## config.mk

```make
export PLATFORM = sky130hd
export DESIGN_NAME = rc4_stream_ctrl_flat
export DESIGN_NICKNAME = d
export VERILOG_FILES = /design/src/rtl/rc4_stream_if.sv /design/src/rtl/rc4_stream_ctrl.sv /design/src/flat_wrapper.sv
export SDC_FILE = /design/constraint.sdc
export NUM_CORES = 1
export LEC_CHECK = 0
export CORE_MARGIN = 2
export CORE_UTILIZATION = 40
export DETAILED_ROUTE_END_ITERATION = 8
export HOLD_SLACK_MARGIN = 0.05
export PLACE_DENSITY = 0.85
export SKIP_LAST_GASP = 1
export SYNTH_ARGS = -nofsm -noshare
export SYNTH_HDL_FRONTEND = slang
export SYNTH_SLANG_ARGS = --single-unit
```

## constraint.sdc

```tcl
create_clock -name clk -period 4 [get_ports clk]
set_input_delay 1 -clock clk [delete_from_list [all_inputs] [get_ports clk]]
set_output_delay 1 -clock clk [all_outputs]
set_load 0.02 [all_outputs]
```

## src/rtl/rc4_stream_if.sv

```systemverilog
// rc4_stream_if: host-side valid/ready stream pair (input words in, XORed words out)
//   in_data/in_valid  host -> controller word stream, in_ready is the controller's accept
//   out_data/out_valid controller -> sink word stream, out_ready is the sink's accept
interface rc4_stream_if #(parameter int N = 24) ();
    logic [N-1:0] in_data;
    logic         in_valid;
    logic         in_ready;
    logic [N-1:0] out_data;
    logic         out_valid;
    logic         out_ready;
    modport master (output in_data, in_valid, out_ready, input in_ready, out_data, out_valid);
    modport slave  (input in_data, in_valid, out_ready, output in_ready, out_data, out_valid);
endinterface

```

## src/rtl/rc4_stream_ctrl.sv

```systemverilog
// rc4_stream_ctrl: sequences one RC4 keystream core and XORs a host stream with its keystream
//   clk, rst_n          clock, asynchronous active-low reset
//   start, abort        session control; password captured when start is accepted
//   busy, done, error   status; done pulses on completion, error is sticky on init timeout
//   word_count          words accepted this session, saturating at MAX_WORDS
//   s                   host stream (slave side of rc4_stream_if)
//   core_*              RC4 core control: clear, password, init handshake, keystream pop
module rc4_stream_ctrl #(
    parameter int N            = 24,
    parameter int MAX_WORDS    = 4096,
    parameter int INIT_TIMEOUT = 1024,
    parameter int CLR_CYCLES   = 2,
    localparam int WW          = $clog2(MAX_WORDS + 1)
) (
    input  logic          clk,
    input  logic          rst_n,
    input  logic          start,
    input  logic          abort,
    input  logic [N-1:0]  password,
    output logic          busy,
    output logic          done,
    output logic          error,
    output logic [WW-1:0] word_count,
    rc4_stream_if.slave   s,
    output logic          core_clr,
    output logic [N-1:0]  core_password,
    input  logic          core_init_done,
    input  logic [N-1:0]  core_k,
    input  logic          core_k_valid,
    output logic          core_k_take
);
    localparam int CW = $clog2(CLR_CYCLES + 1);
    localparam int TW = $clog2(INIT_TIMEOUT + 1);
    localparam logic [2:0] IDLE = 3'd0, LOAD = 3'd1, WAIT_INIT = 3'd2,
                           STREAM = 3'd3, DRAIN = 3'd4, ERROR = 3'd5;
    logic [2:0]    state, nxt;
    logic [CW-1:0] clr_cnt;
    logic [TW-1:0] timer;
    logic          accept, start_acc;
    assign busy        = state != IDLE;
    assign start_acc   = state == IDLE && start && !abort;
    assign s.in_ready  = state == STREAM && !abort && core_k_valid &&
                         (!s.out_valid || s.out_ready) && word_count < WW'(MAX_WORDS);
    assign accept      = s.in_valid && s.in_ready;
    assign core_k_take = accept;
    // The core is only released while a session is actually using it
    assign core_clr    = abort || !(state == WAIT_INIT || state == STREAM || state == DRAIN);
    always_comb begin
        nxt = state;
        case (state)
            IDLE:      nxt = start ? LOAD : IDLE;
            LOAD:      nxt = clr_cnt == CW'(CLR_CYCLES - 1) ? WAIT_INIT : LOAD;
            WAIT_INIT: nxt = core_init_done ? STREAM : timer == TW'(INIT_TIMEOUT - 1) ? ERROR : WAIT_INIT;
            STREAM:    nxt = accept && word_count == WW'(MAX_WORDS - 1) ? DRAIN : STREAM;
            DRAIN:     nxt = s.out_valid ? DRAIN : IDLE;
            default:   nxt = IDLE;
        endcase
        if (abort) nxt = IDLE;
    end
    always_ff @(posedge clk or negedge rst_n) begin
        if (!rst_n) begin
            state         <= IDLE;
            clr_cnt       <= '0;
            timer         <= '0;
            done          <= 1'b0;
            error         <= 1'b0;
            word_count    <= '0;
            core_password <= '0;
            s.out_valid   <= 1'b0;
            s.out_data    <= '0;
        end else begin
            state   <= nxt;
            clr_cnt <= state == LOAD ? clr_cnt + CW'(1) : '0;
            timer   <= state == WAIT_INIT ? timer + TW'(1) : '0;
            done    <= state == DRAIN && !s.out_valid && !abort;
            error   <= start_acc ? 1'b0 : nxt == ERROR ? 1'b1 : error;
            if (start_acc) begin
                core_password <= password;
                word_count    <= '0;
            end else if (accept) begin
                word_count    <= word_count + WW'(1);
            end
            // A new accept replaces a word being handed off in the same cycle
            if (abort) begin
                s.out_valid <= 1'b0;
            end else if (accept) begin
                s.out_valid <= 1'b1;
                s.out_data  <= s.in_data ^ core_k;
            end else if (s.out_ready) begin
                s.out_valid <= 1'b0;
            end
        end
    end
endmodule
```

## src/flat_wrapper.sv

```systemverilog
// flat-port wrapper written by rule: the top's interface ports become plain ports
module rc4_stream_ctrl_flat 
#(
    parameter int N            = 24,
    parameter int MAX_WORDS    = 4096,
    parameter int INIT_TIMEOUT = 1024,
    parameter int CLR_CYCLES   = 2,
    localparam int WW          = $clog2(MAX_WORDS + 1)
)
  (clk, rst_n, start, abort, password, busy, done, error, word_count, core_clr, core_password, core_init_done, core_k, core_k_valid, core_k_take, s_in_data, s_in_valid, s_out_ready, s_in_ready, s_out_data, s_out_valid);
  rc4_stream_if #(.N(N)) s_i ();
  input  logic clk;
  input  logic rst_n;
  input  logic start;
  input  logic abort;
  input  logic [N-1:0] password;
  output logic busy;
  output logic done;
  output logic error;
  output logic [WW-1:0] word_count;
  output logic core_clr;
  output logic [N-1:0] core_password;
  input  logic core_init_done;
  input  logic [N-1:0] core_k;
  input  logic core_k_valid;
  output logic core_k_take;
  input wire logic [$bits(s_i.in_data)-1:0] s_in_data;
  input wire logic [$bits(s_i.in_valid)-1:0] s_in_valid;
  input wire logic [$bits(s_i.out_ready)-1:0] s_out_ready;
  output wire logic [$bits(s_i.in_ready)-1:0] s_in_ready;
  output wire logic [$bits(s_i.out_data)-1:0] s_out_data;
  output wire logic [$bits(s_i.out_valid)-1:0] s_out_valid;
  assign s_i.in_data = s_in_data;
  assign s_i.in_valid = s_in_valid;
  assign s_i.out_ready = s_out_ready;
  assign s_in_ready = s_i.in_ready;
  assign s_out_data = s_i.out_data;
  assign s_out_valid = s_i.out_valid;
  rc4_stream_ctrl #(.N(N), .MAX_WORDS(MAX_WORDS), .INIT_TIMEOUT(INIT_TIMEOUT), .CLR_CYCLES(CLR_CYCLES)) u_core (.clk(clk), .rst_n(rst_n), .start(start), .abort(abort), .password(password), .busy(busy), .done(done), .error(error), .word_count(word_count), .s(s_i), .core_clr(core_clr), .core_password(core_password), .core_init_done(core_init_done), .core_k(core_k), .core_k_valid(core_k_valid), .core_k_take(core_k_take));
endmodule
```

# [Word level (Yosys, flattened, before mapping)]
# Cells that the tools add are included.
[op_classes] add_sub_neg=3 magnitude_cmp=1 n_eq_ne=8 mux=17 n_bitwise=2 n_reduce_logical=23
[ops] op="$mux W13" count=2
[ops] op="$xor A24 B24 Y24" count=1
[ops] op="$mux W3" count=5
[ops] op="$pmux W3 S5" count=1
[ops] op="$add A13 B1 Y13 const B" count=1
[ops] op="$eq A13 B12 Y1 const B" count=1
[ops] op="$lt A13 B13 Y1 const B" count=1
[ops] op="$add A11 B1 Y11 const B" count=1
[ops] op="$eq A11 B10 Y1 const B" count=1
[ops] op="$mux W11" count=1
[ops] op="$logic_and A1 B1 Y1" count=10
[ops] op="$eq A3 B2 Y1 const B" count=2
[ops] op="$eq A3 B3 Y1 const B" count=2
[ops] op="$mux W1" count=6
[ops] op="$reduce_bool A3 Y1" count=2
[ops] op="$logic_or A1 B1 Y1" count=4
[ops] op="$mux W2" count=2
[ops] op="$reduce_bool A2 Y1" count=2
[ops] op="$eq A3 B1 Y1 const B" count=1
[ops] op="$logic_not A1 Y1" count=3
[ops] op="$logic_not A3 Y1" count=1
[ops] op="$add A2 B1 Y2 const B" count=1
[ops] op="$eq A2 B1 Y1 const B" count=1
[ops] op="$reduce_and A2 Y1" count=1
[ops] op="$not A1 Y1" count=1
[totals] reg_bits=80 in_bits=80 output_inout_bits=68 elab_cells=63

# [Longest topological paths before layout]
# Gate-level depths: netlist of the first run.
[logic_depth] word_depth=13 depth_mapped=8 depth_no_buf=7

# [Worst setup path after synthesis of the first run]
# Ideal clock, no wire load.
[synth_path] path_type="input-to-output" from="input abort" to="output core_k_take" arrival_time_ns=2.219 required_ns=3.000 slack_ns=0.781 stages=4 n_path_buf=0 path_cell_list="or3b_4 nor3_2 nand2_1 inv_1"
[synth_between] elab_chain_cells=6
[synth_rtl] item="start: declaration" line="flat_wrapper.sv:15" text="input logic abort;"
[synth_rtl] item="$logic_not A1 Y1" line="rc4_stream_ctrl.sv:42" text="assign s.in_ready = state == STREAM && !abort && core_k_valid &&"
[synth_rtl] item="$logic_and A1 B1 Y1 (3 in series)" line="rc4_stream_ctrl.sv:42"
[synth_rtl] item="$logic_and A1 B1 Y1" line="rc4_stream_ctrl.sv:43" text="(!s.out_valid || s.out_ready) && word_count < WW'(MAX_WORDS);"
[synth_rtl] item="net s_in_ready" line="flat_wrapper.sv:30" text="output wire logic [$bits(s_i.in_ready)-1:0] s_in_ready;"
[synth_rtl] item="$logic_and A1 B1 Y1" line="rc4_stream_ctrl.sv:44" text="assign accept = s.in_valid && s.in_ready;"
[synth_rtl] item="end: declaration" line="flat_wrapper.sv:26" text="output logic core_k_take;"
# The timed path passes the listed nets, and every way through them passes these cells.

# [Final worst setup path of the first run]
[layout_path] from="input abort" to="output core_clr"
[layout_between] elab_chain_cells=1
[layout_rtl] item="$logic_or A1 B1 Y1" line="rc4_stream_ctrl.sv:47" text="assign core_clr = abort || !(state == WAIT_INIT || state == STREAM || state == DRAIN);"
[layout_rtl] item="end: declaration" line="flat_wrapper.sv:21" text="output logic core_clr;"
# No other way between the ends.

==> flow_summary_export.csv, run 1 <==
group,metric,value,unit
clocking,post_cts_buffers,0,
sta,worstMarginPinSlew,1.01,ns
worst_hold_path,hp-class,"register to register",
routing,drt_iter0_drc,120,
floorplan,rows,34,
routing,wl_met3,654,microns
grt,grt_pass1_wl,14400,microns
place,hpwl,6320,microns
clocking,cts.path.max_buffers,2,
critical_path,start_kind,"primary input",
floorplan,die_w,98.1,microns
power,p_leak,2.37,nW
yosys,synth-edff-count,0,
grt,track_usage,18.4,%
power,p_sw_share,30.8,%
power,switchingPower,0.637,mW
critical_path,worstPathRequired,3.00,ns
clocking,htreeDepth,3,
place,placed_cells,610,
sta,min_period,3.66,ns
critical_path,path_buf_inv,3,
sta,finalSetupViolCount,0,
routing,first_pass_iters,4,
floorplan,start_util,41.0,%
finish,drive_gt1_share,6.56,%
clocking,clock_sinks,80,
sta,finalCritPeriodShare,91.5,%
sta,skew,0.0135,ns
yosys,synth-main-ff-cell,"dfrtp_1",
power,peakVddDrop,0.226,mV
grt,grt_pass1_vias,3024,
critical_path,worstPathMaxFanout,4,
routing,ant_nets,0,
floorplan,dieArea,0.00963,sq mm
sta,report.final.hold_viol_count,0,
finish,synthToLayoutAreaGrowth,49.6,%
critical_path,crit_top_cell,"clkdlybuf4s50_1",
sta,fmax,0.273,GHz
routing,wl,8560,microns
place,portBuffers,147,
clocking,root_buffer,"clkbuf_8",
critical_path,critPathSlowestCell,"clkdlybuf4s50_1",
yosys,async_reset_ff_share,100,%
finish,fin_nets,596,
yosys,synth_most_common_cell,"nand2_1",
yosys,postSynthCellCount,364,
power,seq_power_share,46.7,%
place,gp_congestion,0.802,
yosys,yosys-top-cells-count,"nand2_1, dfrtp_1, nor2_1",
power,power_frac_clock,24.9,%
critical_path,cp.arrival,2.66,ns
critical_path,end_kind,"output pin",
yosys,synthTopCellsByArea,"dfrtp_1, nand2_1, xnor2_1",
power,comb_power_share,28.4,%
yosys,ys_seq_area_share,56.5,%
clocking,cts_hold_buf,0,
yosys,syn_nets,447,
sta,slew_violations,0,
clocking,cts_buffers,9,
power,powerDensity,390,mW/mm^2
run_status,run_status,"complete, no violations",
critical_path,critPathKind,"primary input to output pin",
routing,via_count,3023,
routing,wl_met1,3580,microns
grt,gr-total-overflow,0,
routing,wire_per_inst,13.7,microns
floorplan,ios,148,
sta,setup-tns-final,0,ns
sta,holdWs,0.436,ns
run,maxCapViolations,0,
yosys,synth_cell_types,40,
routing,viasPerCell,4.83,
finish,diodes,0,
finish,final_cells,626,
floorplan,core,0.00864,sq mm
critical_path,path_cells,"clkdlybuf4s50_1 -> inv_1 -> nand2_1 -> or2_2 -> clkdlybuf4s50_1",
clocking,cts.clk_slew.worst_paths,0.09,ns
sta,rsz0062_at_grt,"false",
sta,slew_headroom,32.9,%
yosys,yosys.area.top_type,"dfrtp_1",
routing,drc_errors,0,
clocking,insertion_delay,0.34,ns
power,p_int,1.43,mW
routing,routed-wl-met2,4170,microns
yosys,yosysWarnings,0,
critical_path,critPathMaxStageDelay,0.55,ns
yosys,synth_seq_cells,80,
clocking,tritoncts,"done",
clocking,cts_resized,0,
yosys,syn_area_per_cell,9.74,sq um
yosys,synth_area,0.00354,sq mm
routing,routed.top_layer,"met4",
floorplan,chipHeight,98.1,microns
grt,grt_max_degree,81,
grt,antenna_found_initial,0,
yosys,synth_top_area_share,56.5,%
critical_path,critical_path.top_delay_family,"buffers and inverters",
power,p_total,2.07,mW
worst paths after layout:
path / from / endpoint / slack [ns] / cells past startpoint
max: abort / core_clr / 0.34 / 5
min: u_core.clr_cnt[0] / u_core.clr_cnt[0] / 0.44 / 1
max reg2reg: u_core.word_count[3] / u_core.error / 1.86 / 5
min reg2reg: u_core.clr_cnt[0] / u_core.clr_cnt[0] / 0.44 / 1
max in group asynchronous: rst_n / u_core.word_count[10] / 2.52 / 1
min in group asynchronous: rst_n / u_core.s.out_data[12] / 0.81 / 1
cells in the final DEF, fill, tap and decap left out, drive strengths merged, types with 6 or more instances in the layout:
cell type | netlist | layout
clkdlybuf4s50 | 0 | 144
nand2 | 107 | 107
dfrtp | 80 | 80
nor2 | 30 | 30
xnor2 | 29 | 29
o21ai | 28 | 28
xor2 | 12 | 12
nand3 | 11 | 11
clkbuf | 8 | 11
a21oi | 8 | 8
buf | 6 | 6
power groups by stage:
stage	logic [mW]	registers (mW)	clock network [mW]
6_report	0.588	0.968	0.515
5_1_grt	0.633	0.982	0.570
4_1_cts	0.596	0.968	0.535
3_5_place_dp	0.594	0.983	0
3_3_place_gp	0.584	0.979	0
2_1_floorplan	0.142	1.09	0
logic make-up after synthesis:
group	Yosys count	synth area share, %
XOR/XNOR	41	10.1
buffers and inverters	19	2.22
adder cells (fa/ha/maj)	3	1.06
multiplexers	2	0.600
AND/OR/NAND/NOR	177	22.9
AO/OA/AOI/OAI	42	6.57
flip-flops	80	56.5
metrics by stage:
stage | utilization [%] | instance area, sq um | setup slack (ns)
6_report | 61.4 | 5300 | 0.341
5_1_grt | 61.4 | 5300 | 0.278
4_1_cts | 61.3 | 5300 | 0.0464
3_5_place_dp | 59.4 | 5130 | 0.0541
3_3_place_gp | 59.4 | 5130 | 0.0854
2_1_floorplan | - | 3540 | 0.781
sequential cells by signal, indices dropped and copies added (netlist names):
register              flops
u_core.clr_cnt            2
u_core.word_count        13
u_core.done               1
u_core.error              1
u_core.core_password     24
u_core.s.out_data        24
u_core.timer             11
u_core.s.out_valid        1
u_core.state              3
worst reg2reg max path: stages (launching register included):
cell     delay (ns)
dfrtp_1        0.46
nand4_1        0.21
nor4_1         0.65
a21oi_1        0.18
or2_2          0.34
a22o_1         0.20
routing by layer:
layer  track usage, %  up-vias
li1                 -     1481
met1             22.5     1420
met2             31.0      110
met3             5.51       12
met4             6.53        0
met5                0        -
cell type report:
type | count | area (sq um)
Multi-Input combinational cell | 265 | 1470
Sequential cell | 80 | 2000
Inverter | 5 | 18.8
Tap cell | 108 | 135
Clock inverter | 5 | 33.8
Clock buffer | 11 | 131
Fill cell | 704 | 3330
Timing Repair Buffer | 152 | 1510
Note: power is estimated with default switching activity, not from simulation.
==> run 2: changes to the inputs <==
--- a/config.mk
+++ b/config.mk
@@ -5,11 +5,10 @@
 export SDC_FILE = /design/constraint.sdc
 export NUM_CORES = 1
 export LEC_CHECK = 0
-export CORE_MARGIN = 2
 export CORE_UTILIZATION = 40
 export DETAILED_ROUTE_END_ITERATION = 8
 export HOLD_SLACK_MARGIN = 0.05
-export PLACE_DENSITY = 0.85
+export PLACE_DENSITY = 0.76
 export SKIP_LAST_GASP = 1
 export SYNTH_ARGS = -nofsm -noshare
 export SYNTH_HDL_FRONTEND = slang
==> run 2 against run 1 <==
Count of clock-buffer cells in the layout increased by 1. Via count about the same. Final cell count decreased by 0.48%. Routed wire length decreased by 3.2%. Final area increased by 0.61%. Non-clock buffer count unchanged. Largest power group unchanged.
==> flow_summary_export.csv, run 2 (synthesis gave the netlist of run 1 again) <==
group,metric,value,unit
floorplan,rows,33,
finish,reg.largest.list,"u_core.core_password (24), u_core.s.out_data (24), u_core.word_count (13)",
worst_hold_path,hp-class,"register to register",
grt,grt_max_degree,81,
clocking,cts.path.max_buffers,2,
finish,fin_nets,596,
clocking,cts.clk_slew.worst_paths,0.08,ns
clocking,clock_sinks,80,
clocking,cts_resized,0,
sta,report.final.hold_viol_count,0,
routing,first_pass_iters,4,
routing,viasPerCell,4.85,
critical_path,rr_worst_depth,6,
run,maxCapViolations,0,
floorplan,start_util,42.3,%
clocking,insertion_delay,0.34,ns
grt,antenna_found_initial,0,
routing,drc_errors,0,
critical_path,worstPathRequired,3.00,ns
clocking,tritoncts,"done",
critical_path,critPathKind,"primary input to output pin",
routing,wire_per_inst,13.3,microns
sta,slew_violations,0,
finish,drive_gt1_share,6.76,%
finish,layout_commonest_cell,"clkdlybuf4s50_1",
power,p_total,2.16,mW
place,gp_congestion,0.781,
run_status,run_status,"complete, no violations",
sta,min_period,3.90,ns
sta,slew_headroom,34.0,%
critical_path,cp.arrival,2.90,ns
clocking,post_cts_buffers,0,
finish,diodes,0,
power,p_leak,2.36,nW
critical_path,crit_start,"abort",
finish,layout_common_cells,"clkdlybuf4s50_1, nand2_1, dfrtp_1",
critical_path,r2r_start,"u_core.word_count[0]",
sta,fmax,0.256,GHz
grt,gr-total-overflow,0,
sta,worstMarginPinSlew,0.989,ns
routing,via_count,3020,
sta,finalCritPeriodShare,97.6,%
critical_path,endpoint,"core_k_take",
sta,worst_slack,0.0978,ns
place,dp_slack,0.124,ns
critical_path,ff2ff_setup_slack,1.94,ns
sta,rsz0062_at_grt,"false",
clocking,cts_buffers,9,
floorplan,core,0.00838,sq mm
routing,ant_nets,0,
routing,wl,8280,microns
power,peakVddDrop,0.212,mV
floorplan,die_w,96.1,microns
grt,track_usage,18.9,%
power,powerDensity,406,mW/mm^2
sta,finalSetupViolCount,0,
clocking,root_buffer,"clkbuf_8",
finish,synthToLayoutAreaGrowth,50.5,%
place,hpwl,6120,microns
critical_path,timing.rr.end,"u_core.error",
sta,skew,0.00852,ns
place,portBuffers,147,
sta,setup-tns-final,0,ns
floorplan,chipHeight,96.1,microns
critical_path,end_kind,"output pin",
routing,drt_iter0_drc,129,
floorplan,dieArea,0.00924,sq mm
clocking,htreeDepth,3,
floorplan,ios,148,
grt,grt_pass1_vias,2999,
grt,grt_pass1_wl,13400,microns
critical_path,start_kind,"primary input",
critical_path,worstPathMaxFanout,4,
clocking,cts_hold_buf,0,
## run 2: worst min-delay path by stage
| stage | start | slack (ns) | endpoint | depth (start not counted) |
|---|---|---|---|---|
| after floorplan | u_core.clr_cnt[0] | 0.41 | u_core.clr_cnt[0] | 1 |
| after global routing | u_core.clr_cnt[0] | 0.48 | u_core.clr_cnt[0] | 1 |
| after detailed placement | u_core.clr_cnt[0] | 0.44 | u_core.clr_cnt[0] | 1 |
| after global placement | u_core.clr_cnt[0] | 0.42 | u_core.clr_cnt[0] | 1 |
| final | u_core.clr_cnt[0] | 0.44 | u_core.clr_cnt[0] | 1 |
| after CTS | u_core.clr_cnt[0] | 0.45 | u_core.clr_cnt[0] | 1 |
## run 2: through the flow
stage	area, sq um	instances	utilization (%)	hold slack (ns)
2_1_floorplan	3540	364	-	0.408
3_3_place_gp	5130	607	61.2	0.418
3_5_place_dp	5130	607	61.2	0.438
4_1_cts	5340	623	63.7	0.449
5_1_grt	5340	623	63.7	0.475
6_report	5340	623	63.7	0.441
## run 2: per-layer routing
metal	vias to the layer above	GRT usage [%]	part of all wire (%)
met2	118	32.3	48
met3	10	5.61	8.7
met1	1410	22.1	41
met5	-	0	0
li1	1482	-	-
met4	0	7.84	1.5
## run 2: critical path, stage by stage
cell and delay [ns]:
clkdlybuf4s50_1 0.43, or3b_4 0.44, nor3_2 0.24, nand2_1 0.12, inv_1 0.08, clkdlybuf4s50_1 0.59
## run 2: layout make-up
type / count / area (sq um)
well taps: 105 / 131
clock inverters: 4 / 51.3
repair buffers: 152 / 1510
multi-input cells: 265 / 1470
clock buffers: 12 / 155
fillers: 700 / 3050
flip-flops and latches: 80 / 2000
inverters: 5 / 18.8
## run 2: where the power goes
| part | internal (mW) | switching, mW | leakage [nW] |
|---|---|---|---|
| registers | 0.908 | 0.0583 | 1.07 |
| logic | 0.300 | 0.286 | 1.19 |
| clock network | 0.324 | 0.288 | 0.103 |
| total | 1.53 | 0.632 | 2.36 |
==> run 3: changes to the inputs <==
--- a/config.mk
+++ b/config.mk
@@ -10,6 +10,7 @@
 export HOLD_SLACK_MARGIN = 0.05
 export PLACE_DENSITY = 0.76
 export SKIP_LAST_GASP = 1
+export SLEW_MARGIN = 20
 export SYNTH_ARGS = -nofsm -noshare
 export SYNTH_HDL_FRONTEND = slang
 export SYNTH_SLANG_ARGS = --single-unit
==> run 3 against run 2 <==
Maximum frequency hardly changed. Routed wire length is 0.40% higher. Die area stayed put. Core utilization is 0.33 points higher. Non-clock buffer count is 1 higher. Setup slack worse by 0.0023 ns. Critical path type unchanged.
==> flow_summary_export.csv, run 3 (synthesis gave the netlist of run 1 again) <==
group,metric,value,unit
floorplan,start_util,42.3,%
finish,register_area,0.00200,sq mm
sta,slew_headroom,64.0,%
floorplan,rows,33,
critical_path,r2r_start,"u_core.word_count[0]",
finish,layout_common_cells,"clkdlybuf4s50_1, nand2_1, dfrtp_1",
finish,fillers,697,
critical_path,timing.rr.end,"u_core.error",
place,portBuffers,147,
finish,layout_commonest_cell,"clkdlybuf4s50_1",
run_status,run_status,"complete, no violations",
power,comb_power_share,27.2,%
critical_path,cp.arrival,2.90,ns
clocking,tritoncts,"done",
finish,fin_nets,597,
sta,min_period,3.90,ns
critical_path,ff2ff_setup_slack,1.94,ns
power,p_leak,2.37,nW
critical_path,worstPathRequired,3.00,ns
clocking,root_buffer,"clkbuf_8",
grt,gr-total-overflow,0,
critical_path,endpoint,"core_k_take",
floorplan,core,0.00838,sq mm
critical_path,path_buf_inv,3,
sta,setup-tns-final,0,ns
finish,reg.largest.list,"u_core.core_password (24), u_core.s.out_data (24), u_core.word_count (13)",
critical_path,path_cells,"clkdlybuf4s50_1 -> or3b_4 -> nor3_2 -> nand2_1 -> inv_1 -> clkdlybuf4s50_1",
finish,synthToLayoutAreaGrowth,51.3,%
critical_path,worstPathMaxFanout,4,
sta,worstMarginPinSlew,0.534,ns
routing,viasPerCell,4.85,
place,dp_slack,0.124,ns
floorplan,chipHeight,96.1,microns
grt,antenna_found_initial,0,
power,peakVddDrop,0.211,mV
routing,drc_errors,0,
clocking,cts_buffers,9,
critical_path,crit_top_cell,"clkdlybuf4s50_1",
clocking,insertion_delay,0.34,ns
grt,track_usage,18.9,%
power,power_frac_clock,28.2,%
clocking,cts_hold_buf,0,
finish,diodes,0,
clocking,htreeDepth,3,
place,hpwl,6120,microns
critical_path,critPathSlowestCell,"clkdlybuf4s50_1",
critical_path,critPathMaxStageDelay,0.59,ns
routing,drt_iter0_drc,122,
power,powerDensity,404,mW/mm^2
run,maxCapViolations,0,
sta,slew_violations,0,
sta,rsz0062_at_grt,"false",
power,p_sw_share,29.2,%
sta,finalSetupViolCount,0,
power,p_int,1.54,mW
finish,final_cells,624,
finish,drive_gt1_share,6.94,%
power,seq_power_share,44.6,%
grt,grt_pass1_vias,2999,
sta,finalCritPeriodShare,97.6,%
routing,ant_nets,0,
routing,via_count,3028,
critical_path,crit_cells,6,
critical_path,start_kind,"primary input",
power,switchingPower,0.632,mW
sta,worst_slack,0.0955,ns
floorplan,die_w,96.1,microns
place,placed_cells,607,
routing,first_pass_iters,4,
clocking,cts_resized,0,
critical_path,critPathKind,"primary input to output pin",
critical_path,rr_worst_depth,6,
sta,report.final.hold_viol_count,0,
power,p_total,2.17,mW
place,gp_congestion,0.781,
floorplan,ios,148,
routing,wl,8320,microns
grt,grt_pass1_wl,13400,microns
sta,fmax,0.256,GHz
clocking,cts.clk_slew.worst_paths,0.08,ns
sta,skew,0.00844,ns
critical_path,end_kind,"output pin",
finish,multi_input_area,0.00147,sq mm
grt,grt_max_degree,81,
clocking,post_cts_buffers,0,
clocking,clock_sinks,80,
routing,wire_per_inst,13.3,microns
critical_path,crit_start,"abort",
clocking,cts.path.max_buffers,2,
floorplan,dieArea,0.00924,sq mm
worst_hold_path,hp-class,"register to register",
critical_path,critical_path.top_delay_family,"buffers and inverters",
==> run 3: how the worst min path moves through the flow <==
stage | to | depth (start not counted) | from | slack (ns)
4_1_cts | u_core.clr_cnt[0] | 1 | u_core.clr_cnt[0] | 0.45
3_3_place_gp | u_core.clr_cnt[0] | 1 | u_core.clr_cnt[0] | 0.42
6_report | u_core.clr_cnt[0] | 1 | u_core.clr_cnt[0] | 0.44
2_1_floorplan | u_core.clr_cnt[0] | 1 | u_core.clr_cnt[0] | 0.41
3_5_place_dp | u_core.clr_cnt[0] | 1 | u_core.clr_cnt[0] | 0.44
5_1_grt | u_core.clr_cnt[0] | 1 | u_core.clr_cnt[0] | 0.48
==> run 3: cell type report <==
type | instances | share of cell area (%)
Sequential cell | 80 | 37.3
Timing Repair Buffer | 153 | 28.6
Multi-Input combinational cell | 265 | 27.4
Clock buffer | 12 | 2.89
Tap cell | 105 | 2.45
Clock inverter | 4 | 0.957
Inverter | 5 | 0.350
==> run 3: per-stage QoR <==
step	area (sq um)	utilization, %	hold WS [ns]
after floorplan	3540	-	0.408
after global placement	5130	61.2	0.418
after detailed placement	5130	61.2	0.438
after CTS	5340	63.7	0.449
after global routing	5360	64.0	0.475
final	5360	64.0	0.441
==> run 3: power by group through the flow <==
stage          clock network [mW]  registers [mW]  logic (mW)
6_report                    0.612           0.967       0.590
5_1_grt                     0.659           0.982       0.643
4_1_cts                     0.629           0.969       0.596
3_5_place_dp                    0           0.984       0.595
3_3_place_gp                    0           0.977       0.586
2_1_floorplan                   0            1.09       0.142
==> run 3: metal layers <==
metal,GRT usage (%),wire length (microns),vias to the layer above
li1,-,-,1484
met5,0,0,-
met4,7.84,123,0
met3,5.61,712,10
met1,22.1,3480,1414
met2,32.3,4000,120
